===== src/rtl/fifo_uart_tx.sv =====
// fifo_uart_tx: pops words from a FIFO read port and sends each one as a UART
// frame on a single line (start bit, WIDTH data bits LSB first, optional
// parity bit, one stop bit).
//
// Ports:
//   i_clk    system clock, rising edge
//   i_rest   asynchronous reset, active-low
//   i_en     transmit enable, sampled only while idle
//   i_empty  FIFO empty flag
//   i_data   FIFO read data, valid the cycle after o_ren
//   o_ren    FIFO read strobe, one cycle per popped word
//   o_tx     serial line, idles high
//   o_busy   high whenever a pop or frame is in progress
//   o_done   one-cycle pulse in the first idle cycle after a stop bit
module fifo_uart_tx #(
  parameter int unsigned WIDTH        = 8,
  parameter int unsigned CLKS_PER_BIT = 16,
  parameter int unsigned PARITY       = 0
) (
  input  logic             i_clk,
  input  logic             i_rest,
  input  logic             i_en,
  input  logic             i_empty,
  input  logic [WIDTH-1:0] i_data,
  output logic             o_ren,
  output logic             o_tx,
  output logic             o_busy,
  output logic             o_done
);

  localparam int unsigned CNT_W = $clog2(CLKS_PER_BIT);
  localparam int unsigned IDX_W = $clog2(WIDTH + 1);

  typedef enum logic [2:0] {
    S_IDLE  = 3'd0,
    S_POP   = 3'd1,
    S_WAIT  = 3'd2,
    S_START = 3'd3,
    S_DATA  = 3'd4,
    S_PAR   = 3'd5,
    S_STOP  = 3'd6
  } state_e;

  state_e             state_q, state_d;
  logic [CNT_W-1:0]   cnt_q, cnt_d;
  logic [IDX_W-1:0]   idx_q, idx_d;
  logic [WIDTH-1:0]   shift_q, shift_d;
  logic               par_q, par_d;
  logic               done_q, done_d;
  logic               bit_end;

  // State and datapath registers
  always_ff @(posedge i_clk or negedge i_rest) begin
    if (!i_rest) begin
      state_q <= S_IDLE;
      cnt_q   <= '0;
      idx_q   <= '0;
      shift_q <= '0;
      par_q   <= 1'b0;
      done_q  <= 1'b0;
    end else begin
      state_q <= state_d;
      cnt_q   <= cnt_d;
      idx_q   <= idx_d;
      shift_q <= shift_d;
      par_q   <= par_d;
      done_q  <= done_d;
    end
  end

  assign bit_end = (cnt_q == CNT_W'(CLKS_PER_BIT - 1));

  // Next-state, bit timer, bit index and shift/parity load
  always_comb begin
    state_d = state_q;
    cnt_d   = cnt_q;
    idx_d   = idx_q;
    shift_d = shift_q;
    par_d   = par_q;
    done_d  = 1'b0;

    case (state_q)
      S_IDLE: begin
        if (i_en && !i_empty) state_d = S_POP;
      end
      S_POP: begin
        state_d = S_WAIT;
      end
      S_WAIT: begin
        // Only place the word and its parity are captured.
        shift_d = i_data;
        par_d   = (^i_data) ^ (PARITY == 2);
        cnt_d   = '0;
        idx_d   = '0;
        state_d = S_START;
      end
      S_START: begin
        if (bit_end) begin
          cnt_d   = '0;
          state_d = S_DATA;
        end else begin
          cnt_d = cnt_q + CNT_W'(1);
        end
      end
      S_DATA: begin
        if (bit_end) begin
          cnt_d   = '0;
          shift_d = shift_q >> 1;
          idx_d   = idx_q + IDX_W'(1);
          if (idx_q == IDX_W'(WIDTH - 1)) begin
            state_d = (PARITY != 0) ? S_PAR : S_STOP;
          end
        end else begin
          cnt_d = cnt_q + CNT_W'(1);
        end
      end
      S_PAR: begin
        if (bit_end) begin
          cnt_d   = '0;
          state_d = S_STOP;
        end else begin
          cnt_d = cnt_q + CNT_W'(1);
        end
      end
      S_STOP: begin
        if (bit_end) begin
          cnt_d   = '0;
          done_d  = 1'b1;
          state_d = S_IDLE;
        end else begin
          cnt_d = cnt_q + CNT_W'(1);
        end
      end
      default: begin
        state_d = S_IDLE;
      end
    endcase
  end

  // Outputs decoded from registers only
  always_comb begin
    o_tx = 1'b1;
    case (state_q)
      S_START: o_tx = 1'b0;
      S_DATA:  o_tx = shift_q[0];
      S_PAR:   o_tx = par_q;
      default: o_tx = 1'b1;
    endcase
  end

  assign o_ren  = (state_q == S_POP);
  assign o_busy = (state_q != S_IDLE);
  assign o_done = done_q;

endmodule


===== config.mk =====
export PLATFORM = sky130hd
export DESIGN_NAME = fifo_uart_tx
export DESIGN_NICKNAME = d
export VERILOG_FILES = /design/src/rtl/fifo_uart_tx.sv
export SDC_FILE = /design/constraint.sdc
export NUM_CORES = 1
export LEC_CHECK = 0
export CAP_MARGIN = 5
export CORE_MARGIN = 5
export CORE_UTILIZATION = 40
export DETAILED_ROUTE_END_ITERATION = 8
export GPL_TIMING_DRIVEN = 0
export HOLD_SLACK_MARGIN = 0.02
export PLACE_DENSITY = 0.72
export SLEW_MARGIN = 20
export SYNTH_ARGS = -nofsm -noshare
export SYNTH_HDL_FRONTEND = slang
export SYNTH_SLANG_ARGS = --single-unit

===== constraint.sdc =====
create_clock -name i_clk -period 2.6 [get_ports i_clk]
set_input_delay 0.26 -clock i_clk [delete_from_list [all_inputs] [get_ports i_clk]]
set_output_delay 0.26 -clock i_clk [all_outputs]
set_load 0.01 [all_outputs]

==> key figures <==
Synthesis
  • Synthesized netlist cell count: 122
  • Sequential fraction of the synthesis area: 43.3%
  • Main synth FF type: dfrtp_1
  • Asr flop ratio synth: 100%
  • Syn avg cell area: 9.95 µm²
  • Number of synthesized flops with an enable pin: 0
  • Synth cell types: 33
  • Syn Nets: 136
  • Synthesized flop and latch total: 21
  • Yosys warns: 0
  • Cell Area, Synth: 0.00121 mm²

Timing
  • Final Setup Violations: 0
  • Slew Viols, Final: 0
  • Minimum clock period: 2.39 ns
  • Fin crit share: 92.1%
  • Setup TNS: 0 ns
  • Slew HR: 47.6%
  • Layout Skew: 0.00429 ns
  • Worst-Margin Slew: 0.784 ns
  • Unrepaired setup endpoints after global routing: no
  • Fmax: 418 MHz
  • Min Hold Slack: 0.429 ns
  • Final-report hold violation count: 0
  • Setup ws final: 0.205 ns

Global routing
  • Pin count of the biggest net entering global routing: 22
  • Total gr overflow: 0
  • Vias in the first global route: 1037
  • GRT Util Overall: 13.7%
  • Initial antenna violation count: 0
  • First-pass GRT wire length: 4520 µm

Pwr
  • Comb pwr share: 11.0%
  • Cell leakage power: 0.000657 µW
  • Maximum VDD drop: 0.265 mV
  • Switch Pwr: 133 µW
  • Clock power frac: 28.4%
  • Pwr Density: 395 mW/mm²
  • Pint: 434 µW
  • Switching portion of total power: 23.4%
  • Reg power frac: 60.6%

Clock network
  • Total clock sinks: 21
  • TritonCTS Buffers: 3
  • CTS tree: built
  • Clk slew on worst S/H paths: 0.12 ns
  • Clock Tree Buf Depth: 2
  • Root Driver: clkbuf_4
  • CTS H-tree lvls: 1
  • Clk Latency, worst-skew pair: 0.31 ns

Floorplanning
  • FP Rows: 20
  • Die Wd: 65.1 µm
  • Top Ports: 16
  • Starting Density: 40.8%
  • Die Height: 65.1 µm
  • Total die area: 0.00424 mm²
  • Core box area: 0.00298 mm²

Setup path
  • Family with the most delay on the worst path: buffers and inverters
  • Worst endpoint required time: 2.34 ns
  • CP arrival: 2.13 ns
  • Worst Path Buf+Inv: 4
  • WS Path Type: flip-flop to output port
  • Startpoint Class: flip-flop
  • CP peak stage delay: 0.55 ns
  • Critical path cell sequence: buf_6 > clkbuf_1 > inv_1 > nand2_1 > o21ai_0 > a21oi_1 > clkdlybuf4s50_1
  • CP endpoint kind: output port
  • Critical path's slowest cell: clkdlybuf4s50_1
  • Maximum fanout along the worst path: 10

Layout
  • Commonest cells after routing, fill and taps aside: 22 x o21ai_0, 21 x dfrtp_1, 14 x clkdlybuf4s50_1
  • Diode count: 0
  • Fill count: 292
  • Finished Cell Area: 0.00144 mm²
  • Commonest non-fill, non-tap cell in the layout: o21ai_0
  • Layout Nets: 157
  • Share of cells above drive strength 1: 12.7%
  • Area grow syn2layout: 18.4%

Placed design
  • DP Wirelength: 1830 µm
  • Placed cell area: 0.00141 mm²
  • Port bufs: 15
  • Setup Slack @ Placement: 0.542 ns
  • Gpl congestion: 0.771

Hold path
  • Worst min path class: input pin to async pin

Outcome
  • Status: finished clean

Route
  • Initial DRC count: 61
  • Routed wl met3: 94 µm
  • Metal2 WL: 1250 µm
  • Vias: 977
  • Highest Signal Layer: met3
  • Metal-1 WL: 1140 µm
  • WL per Instance: 14.2 µm
  • Residual DRC: 0
  • Detail Route Antenna Nets: 0
  • DRT Wirelength: 2480 µm
  • DR pass1 iterations: 4
  • Vias/cell: 5.58

Flow run
  • Max Cap Viol: 0
flip-flops by register name, summed over array words and instances (netlist names):
name,cells
shift_q,8
cnt_q,4
idx_q,4
state_q,3
o_done,1
par_q,1
cell usage after synthesis (4+ instances only):
| master | instances | share of area, % |
|---|---|---|
| o21ai_0 | 22 | 9.1 |
| mux2i_1 | 9 | 7.4 |
| a21oi_1 | 4 | 1.6 |
| clkbuf_1 | 4 | 1.2 |
| nor2_1 | 5 | 1.5 |
| buf_2 | 4 | 1.6 |
| nand3_1 | 4 | 1.6 |
| dfrtp_1 | 21 | 43 |
| nand2_1 | 5 | 1.5 |
| xnor2_1 | 8 | 5.8 |
per-stage QoR:
stage / util [%] / total power [µW] / std cells
after floorplan: - / 381 / 122
after global placement: 47.2 / 412 / 170
after detailed placement: 47.2 / 414 / 170
after CTS: 48.1 / 571 / 174
after global routing: 48.2 / 599 / 175
final: 48.2 / 567 / 175
layer usage:
| metal | vias up | track usage, % |
|---|---|---|
| met5 | - | 0 |
| met4 | 0 | 2.59 |
| met3 | 0 | 4.16 |
| met2 | 20 | 23.9 |
| met1 | 476 | 16.7 |
| li1 | 481 | - |
power by group through the flow:
| stage | Clock [µW] | Combinational [µW] | Sequential, µW |
|---|---|---|---|
| floorplan | 0 | 32.2 | 349 |
| global placement | 0 | 62.7 | 349 |
| detailed placement | 0 | 63.7 | 350 |
| CTS | 163 | 63.7 | 344 |
| global route | 182 | 71.4 | 346 |
| finish | 161 | 62.6 | 344 |
what timing repair did:
item                                    4_1_cts  5_1_grt
hold endpoints to repair                      0       21
endpoints found under the setup margin        0        0
setup buffers                                 0        0
hold buffers                                  0        1
gates resized for setup                       0        0
cell families (layout without fill, tap and decap cells):
logic type / Yosys count / count (layout) / share of synthesized area [%]
AOI/OAI and AO/OA: 38 / 38 / 19.4
and+or+nand+nor: 29 / 29 / 13.9
DFF: 21 / 21 / 43.3
muxes: 12 / 12 / 10.2
buffers and inverters: 12 / 32 / 5.36
xor gates and xnor gates: 8 / 8 / 5.77
adders and majority gates: 2 / 2 / 2.06
final timing paths:
kind | start | to | slack (ns) | depth (start not counted)
worst max-delay path | state_q[1] | o_tx | 0.21 | 7
min in group i_clk | shift_q[0] | shift_q[0] | 0.52 | 2
max in group asynchronous | i_rest | shift_q[5] | 1.84 | 2
worst max register to register | cnt_q[1] | idx_q[1] | 0.74 | 6
worst min-delay path | i_rest | cnt_q[2] | 0.43 | 2
worst min register to register | shift_q[0] | shift_q[0] | 0.52 | 2
area by class of cell:
cell class / instances / area, µm² / share of cell area (%)
multi-input combinational: 89 / 623 / 43.4
sequential: 21 / 526 / 36.6
timing repair buffer: 16 / 155 / 10.8
buffer: 10 / 57.6 / 4.01
tap: 33 / 41.3 / 2.87
clock buffer: 4 / 26.3 / 1.83
inverter: 2 / 7.51 / 0.523
worst reg2reg max path, delay by kind of cell, from the launching register on:
| family | cells | cell delay [ns] |
|---|---|---|
| AOI/OAI and AO/OA | 2 | 0.51 |
| adders and majority gates | 1 | 0.26 |
| buffers and inverters | 1 | 0.14 |
| DFF | 1 | 0.42 |
| and+or+nand+nor | 2 | 0.44 |
Power figures use the tool's default switching activity.
